--- src/rtl/svm_pkg.sv ---
// Shared constants for the three-phase switching sequencer: phase gate codes,
// parameter defaults and the duty word width.
package svm_pkg;
  localparam int DUTY_W            = 16;
  localparam int PERIOD_DEFAULT    = 20;
  localparam int MIN_DWELL_DEFAULT = 4;

  typedef enum logic [5:0] {
    PH_A = 6'b000011,
    PH_B = 6'b001100,
    PH_C = 6'b110000
  } phase_e;
endpackage

--- src/rtl/svm_duty_shadow.sv ---
// Single-entry shadow for a duty pair with valid/ready handshake; the pair is
// clipped to the period and moved into the active set at the period wrap.
module svm_duty_shadow
  import svm_pkg::*;
#(
  parameter int PERIOD = PERIOD_DEFAULT
) (
  input  logic              clk,
  input  logic              rst,
  input  logic              d_valid,
  output logic              d_ready,
  input  logic [DUTY_W-1:0] d_a,
  input  logic [DUTY_W-1:0] d_b,
  input  logic              wrap,
  output logic [DUTY_W-1:0] a_act,
  output logic [DUTY_W-1:0] b_act
);
  localparam logic [DUTY_W-1:0] P = DUTY_W'(PERIOD);

  logic              full;
  logic [DUTY_W-1:0] sa, sb;
  logic [DUTY_W-1:0] a_clip, b_clip, rem;

  assign d_ready = ~full;

  always_comb begin
    a_clip = (sa > P) ? P : sa;
    rem    = P - a_clip;
    b_clip = (sb > rem) ? rem : sb;
  end

  // Accept is only possible while empty, so it never collides with a load.
  always_ff @(posedge clk or posedge rst) begin
    if (rst) begin
      full  <= 1'b0;
      sa    <= '0;
      sb    <= '0;
      a_act <= P;
      b_act <= '0;
    end else if (d_valid && !full) begin
      sa   <= d_a;
      sb   <= d_b;
      full <= 1'b1;
    end else if (wrap && full) begin
      a_act <= a_clip;
      b_act <= b_clip;
      full  <= 1'b0;
    end
  end
endmodule

--- src/rtl/phase_sequencer.sv ---
// Centre-aligned A/B/C/B/A phase sequencer with a minimum dwell on the gate
// pattern and a current-direction register frozen across each commutation.
module phase_sequencer
  import svm_pkg::*;
#(
  parameter int PERIOD    = PERIOD_DEFAULT,
  parameter int MIN_DWELL = MIN_DWELL_DEFAULT
) (
  input  logic              clk,
  input  logic              rst,
  input  logic              d_valid,
  output logic              d_ready,
  input  logic [DUTY_W-1:0] d_a,
  input  logic [DUTY_W-1:0] d_b,
  input  logic              i_sign,
  output logic [5:0]        vnew,
  output logic              dir,
  output logic              pstart
);
  localparam logic [DUTY_W-1:0] P  = DUTY_W'(PERIOD);
  localparam int                HW = $clog2(MIN_DWELL + 1);
  localparam logic [HW-1:0]     DW_MAX = HW'(MIN_DWELL);

  logic [DUTY_W-1:0] cnt, a_act, b_act;
  logic [DUTY_W-1:0] c_len, e1, e2, e3, e4;
  logic              wrap, change;
  logic [HW-1:0]     hold;
  phase_e            ph, target;

  assign wrap = (cnt == P - DUTY_W'(1));
  assign vnew = ph;

  svm_duty_shadow #(.PERIOD(PERIOD)) u_shadow (
    .clk     (clk),
    .rst     (rst),
    .d_valid (d_valid),
    .d_ready (d_ready),
    .d_a     (d_a),
    .d_b     (d_b),
    .wrap    (wrap),
    .a_act   (a_act),
    .b_act   (b_act)
  );

  // B is split around C; the odd cycle of B goes to the trailing half.
  always_comb begin
    c_len = P - a_act - b_act;
    e1    = a_act >> 1;
    e2    = e1 + (b_act >> 1);
    e3    = e2 + c_len;
    e4    = e3 + (b_act - (b_act >> 1));
    target = PH_A;
    if      (cnt < e1) target = PH_A;
    else if (cnt < e2) target = PH_B;
    else if (cnt < e3) target = PH_C;
    else if (cnt < e4) target = PH_B;
  end

  // hold counts cycles the current pattern has been shown, saturating.
  assign change = (target != ph) && (hold == DW_MAX);

  always_ff @(posedge clk or posedge rst) begin
    if (rst) begin
      cnt    <= '0;
      ph     <= PH_A;
      hold   <= DW_MAX;
      dir    <= 1'b0;
      pstart <= 1'b0;
    end else begin
      cnt    <= wrap ? '0 : cnt + DUTY_W'(1);
      pstart <= wrap;
      if (change) begin
        ph   <= target;
        hold <= HW'(1);
      end else if (hold != DW_MAX) begin
        hold <= hold + HW'(1);
      end
      if (!change && hold == DW_MAX)
        dir <= i_sign;
    end
  end
endmodule
--- config.mk ---
export PLATFORM = sky130hd
export DESIGN_NAME = phase_sequencer
export DESIGN_NICKNAME = d
export VERILOG_FILES = /design/src/rtl/svm_pkg.sv /design/src/rtl/svm_duty_shadow.sv /design/src/rtl/phase_sequencer.sv
export SDC_FILE = /design/constraint.sdc
export NUM_CORES = 1
export LEC_CHECK = 0
export BUFFER_PORTS_ARGS = -buffer_cell sky130_fd_sc_hd__buf_2
export CAP_MARGIN = 20
export CORE_MARGIN = 1.5
export CORE_UTILIZATION = 50
export DETAILED_ROUTE_END_ITERATION = 12
export GPL_ROUTABILITY_DRIVEN = 0
export PLACE_DENSITY_LB_ADDON = 0.05
export SKIP_CTS_REPAIR_TIMING = 1
export SYNTH_ARGS = -nofsm -noshare
export SYNTH_HDL_FRONTEND = slang
export SYNTH_SLANG_ARGS = --single-unit
--- constraint.sdc ---
create_clock -name clk -period 11.25 [get_ports clk]
set_input_delay 0.5625 -clock clk [delete_from_list [all_inputs] [get_ports clk]]
set_output_delay 0.5625 -clock clk [all_outputs]
set_load 0.005 [all_outputs]
* After elaboration in Yosys (flattened, before gate mapping) *
Index checks and enable logic that the tools add are counted.

cells by class
  equality and inequality tests = 4
  magnitude comparators = 6
  bitwise operators = 2
  reduce and logical (&&, ||, !) cells = 9
  muxes and demuxes = 11
  $add $sub $neg = 9

operator list
  operator                                                         count
  < comparator 16 bit                                              3
  two-way mux 16 bit                                               3
  adder 16 bit                                                     2
  subtractor 5 x 16 -> 16 bit (first input constant)               2
  two-way mux 6 bit                                                3
  adder 15 x 15 -> 16 bit                                          1
  adder 16 x 1 -> 16 bit (second input constant)                   1
  equality test 16 x 5 -> 1 bit (second input constant)            1
  greater-than comparator 16 bit                                   1
  greater-than comparator 16 x 5 -> 1 bit (second input constant)  1
  < comparator 16 x 15 -> 1 bit                                    1
  subtractor 16 x 15 -> 16 bit                                     1
  subtractor 16 bit                                                1
  two-way mux 3 bit                                                2
  inequality test 6 bit                                            1
  logical AND 1 bit                                                4
  two-way mux 4 bit                                                1
  nonzero test 2 bit                                               2
  adder 3 x 1 -> 3 bit (second input constant)                     1
  equality test 3 bit (second input constant)                      1
  inequality test 3 bit (second input constant)                    1
  logical NOT 1 bit                                                2
  two-way mux 1 bit                                                2
  NOT 1 bit                                                        2
  AND reduction 2 bit                                              1

storage, ports and cells
  logic and storage cells = 51
  register bits = 92
  output and inout port bits = 9

* Logic depth before layout (Yosys ltp) *
  depth after elaboration = 13
  mapped depth = 35
  gate-level depth less buffers = 35

* Modules after synthesis *
Synthesis repeated with hierarchy kept, for this count alone.

second synthesis, totals
  cells, all modules = 837
  area, all modules = 8289.2 µm²

by module, submodules not included
  module           sequential area each (µm²)  instances  area an instance (µm²)  cells each
  phase_sequencer  603.1                       1          5313.8                  593
  svm_duty_shadow  1629.1                      1          2975.4                  244

* Worst setup path before layout *
OpenSTA, ideal clock, no wires.

  path type = register to register
  start point = reg u_shadow.b_act[1]
  end point = reg dir
  slack = 3.413 ns
  setup time = 0.125 ns
  stages on the path, launching flop included = 34
  clock period less this slack = 7.837 ns
  arrival time = 7.713 ns
  cell sequence = dfrtp_1 ha_1 fa_1 a21o_1 a21oi_1 o21bai_1 a21oi_1 xnor2_1 fa_1 ha_1 ha_1 or3_1 o211a_1 a21oi_1 o21bai_1 a21oi_1 xnor2_1 fa_1 ha_1 or2_2 a21oi_1 a211oi_1 or4_1 nand3_1 xor2_1 ha_1 nand4_1 nor2_1 and2_0 a311oi_1 nand2_1 a31o_2 a31oi_1 mux2_2

on the way
  cells in the longest elaborated chain, start to end = 12
  elaborated cells on any way between the ends = 16

RTL lines
  element                                                              line                                          RTL
  start: declaration                                                   svm_duty_shadow.sv:16                         output logic [DUTY_W-1:0] b_act
  start signal: assignment                                             svm_duty_shadow.sv:46                         b_act <= b_clip;
  subtractor 16 bit / adder 15 x 15 -> 16 bit (equally long branches)  phase_sequencer.sv:47, phase_sequencer.sv:49
  adder 16 bit                                                         phase_sequencer.sv:50                         e3 = e2 + c_len;
  adder 16 bit                                                         phase_sequencer.sv:51                         e4 = e3 + (b_act - (b_act >> 1));
  < comparator 16 bit                                                  phase_sequencer.sv:56                         else if (cnt < e4) target = PH_B;
  two-way mux 4 bit                                                    phase_sequencer.sv:56
  two-way mux 6 bit                                                    phase_sequencer.sv:55                         else if (cnt < e3) target = PH_C;
  two-way mux 6 bit *                                                  phase_sequencer.sv:54                         else if (cnt < e2) target = PH_B;
  two-way mux 6 bit *                                                  phase_sequencer.sv:53                         if (cnt < e1) target = PH_A;
  inequality test 6 bit *                                              phase_sequencer.sv:60                         assign change = (target != ph) && (hold == DW_MAX);
  logical AND 1 bit *                                                  phase_sequencer.sv:60
  logical NOT 1 bit *                                                  phase_sequencer.sv:78                         if (!change && hold == DW_MAX)
  logical AND 1 bit *                                                  phase_sequencer.sv:78
  end signal: assignment                                               phase_sequencer.sv:79                         dir <= i_sign;
  end: declaration                                                     phase_sequencer.sv:17                         output logic dir,

Every way passes the cells marked *; elsewhere a longest branch is shown, timed or not.
A chain may end at the register's enable or synchronous reset.

* Final worst setup path *
Ends and elaborated chain as after synthesis.

==> metrics.txt <==
clock buffer depth=2; first-pass GRT wire length=around 32 mm; worst-margin pin slew=~860 ps; most frequent cell after synthesis=ha_1; CTS sink count=89; diode count=0; Seq cells post-synth=89; Synth cell types=64; Max Fclk=about 120 MHz; Final nets=between 1000 and 1500; CORE AREA=between 15000 and 20000 um^2; Post-synth top cells=ha_1 (147), inv_1 (105), dfrtp_1 (85); area occupied by multi-input gates=around 5700 um^2; register area=~2200 um^2; Critical Path RT=roughly 11000 ps; Post-synth EDFFs=0; area grow syn2layout=9.56%; initial drt markers=250; die area=17500 um^2; H-tree depth=3; worst stage delay on the critical path=roughly 610 ps; Yosys top cell area share=between 20% and 30%; Max FO, Critical Path=6; critical path launch point type=flop; CP Buf/Inv Count=1; CTS tree=built; Top Ports=45; IO buf count=44; total gr overflow=0; initial antenna violation count=0; kind of critical path=flop to flop; CP max-delay cell=or4b_2; first-pass iteration count of the detailed router=4; Final ANT Viol Nets=0; Most used DFF post-synth=dfrtp_1; Synth Area per Inst=~9.5 um^2; ys async rst share=100%; final worst path period need=roughly 8500 ps; DR vias/cell=~5.5; Cells after Synth=between 800 and 900; Ys Warns=0; layout cells sized above 1=between 10% and 20%; vias in the first global route=between 6000 and 7000; Critical Path Most Common Cell=ha_1; family with the most delay on the worst path=adder cells; worst min path class=input pin to asynchronous set/reset pin; status=finished clean; CTS buffer count=9; final setup skew=around 12 ps; Reg clk slew, reported paths=80 ps; final hold vios=0; setup TNS=0 ps; largest net degree at the start of global routing=53; routed wire length=~19 mm; Starting Density=around half; Rows=between 40 and 50; Setup-failing EPs final=0; Max Cap Viol=0; unrepaired setup endpoints after global routing=false; DRC=0; Slew HR=42.8%; Detailed Place HPWL=between 15 and 20 mm; Root Buffer=clkbuf_16; top cells by area, synth=dfrtp_1 (26%), ha_1 (22%), fa_1 (7.7%), inv_1 (4.7%), mux2_2 (4.6%); die height=132 um; total track usage=a little under a quarter; die width=132 um; Seq/Total Area, Yosys=26.8%; post-DR wirelength/cell=16.3 um; Clk Latency, worst-skew pair=350 ps; CP arrival=a little under 9000 ps; Max Slew Vio Count=0; Filler cells=1504; fin crit share=approximately three quarters; CP endpoint kind=flop; DR vias=~6300; Mapped Area=approximately 8300 um^2; area leader, netlist=dfrtp_1
-- worst register-to-register path: cells and delay by family (launching register included) --
family,cells,cell delay (ps)
AOI/OAI and AO/OA,11,2640
adders and majority gates,8,2660
muxes,1,380
DFF,1,440
xor gates and xnor gates,2,440
buffers and inverters,1,60
and+or+nand+nor,8,1790
-- area by class of cell --
cell class / instances / area share (%)
clock inverters: 6 / 0.795
clock buffers: 10 / 2.62
inverters: 105 / 4.34
multi-input cells: 673 / 62.1
flip-flops and latches: 89 / 24.4
well taps: 220 / 3.01
repair buffers: 47 / 2.66
-- per-stage QoR --
step	cells	instance area (um^2)	hold slack [ps]	worst slack [ps]	util, %
after CTS	1150	9130	252	2690	55.7
after floorplan	880	8350	479	3410	-
after global placement	1134	8820	491	2930	53.8
final	1150	9130	234	2730	55.7
after detailed placement	1134	8820	488	2710	53.8
after global routing	1150	9130	274	2060	55.7
-- kinds of logic after synthesis --
logic type                 Yosys count  synth area share [%]
AOI/OAI and AO/OA                  187                  14.2
xor gates and xnor gates            58                  6.09
adders and majority gates          179                  29.8
buffers and inverters              118                  5.46
DFF                                 89                  26.8
muxes                               48                  6.30
other                                1                0.0450
and+or+nand+nor                    195                  11.4
-- per-layer routing --
layer | part of all wire [%] | global-route usage [%] | vias to the layer above
met5 | 0 | 0 | -
met4 | 1.8 | 6.98 | 0
met3 | 2.8 | 2.38 | 24
met2 | 48 | 38.9 | 108
met1 | 48 | 30.1 | 3046
li1 | - | - | 3160
-- final timing paths --
check	cells after the start	endpoint	slack [ps]	start
worst max-delay path	31	dir	2730	u_shadow.b_act[1]
worst min-delay path	2	u_shadow.a_act[12]	230	rst
worst max register to register	31	dir	2730	u_shadow.b_act[1]
worst min register to register	1	dir	500	dir
max in group asynchronous	3	u_shadow.b_act[9]	9970	rst
min in group clk	3	u_shadow.sb[3]	410	d_b[3]
-- state kept, by name, indices dropped and copies added, names as in the netlist --
name            cells
cnt                16
u_shadow.a_act     16
u_shadow.b_act     16
u_shadow.sa        16
u_shadow.sb        16
hold                3
vnew                3
dir                 1
pstart              1
u_shadow.full       1
-- cells in the final DEF (no fill, tap or decap), types with 6 or more instances in the layout --
cell         n
buf_2       44
and2_1       6
mux2i_1     12
conb_1       6
xor2_1      21
mux2_2      34
fa_1        32
clkbuf_16    9
nand3_1     18
o22ai_1      7
a21o_1      20
or2_2        7
o21ai_0     42
dfrtp_1     85
nand2_1     56
ha_1       147
nor3_1      14
nand2b_1     6
a211oi_1     9
inv_1      104
and3_1       7
xnor2_1     37
nor2_1      44
o21bai_1     9
a21oi_1     59
nand4_1     14
Power is left out: the tool's default activity adds up to more than one toggle a clock period on the data nets, which glitch-free logic cannot reach.
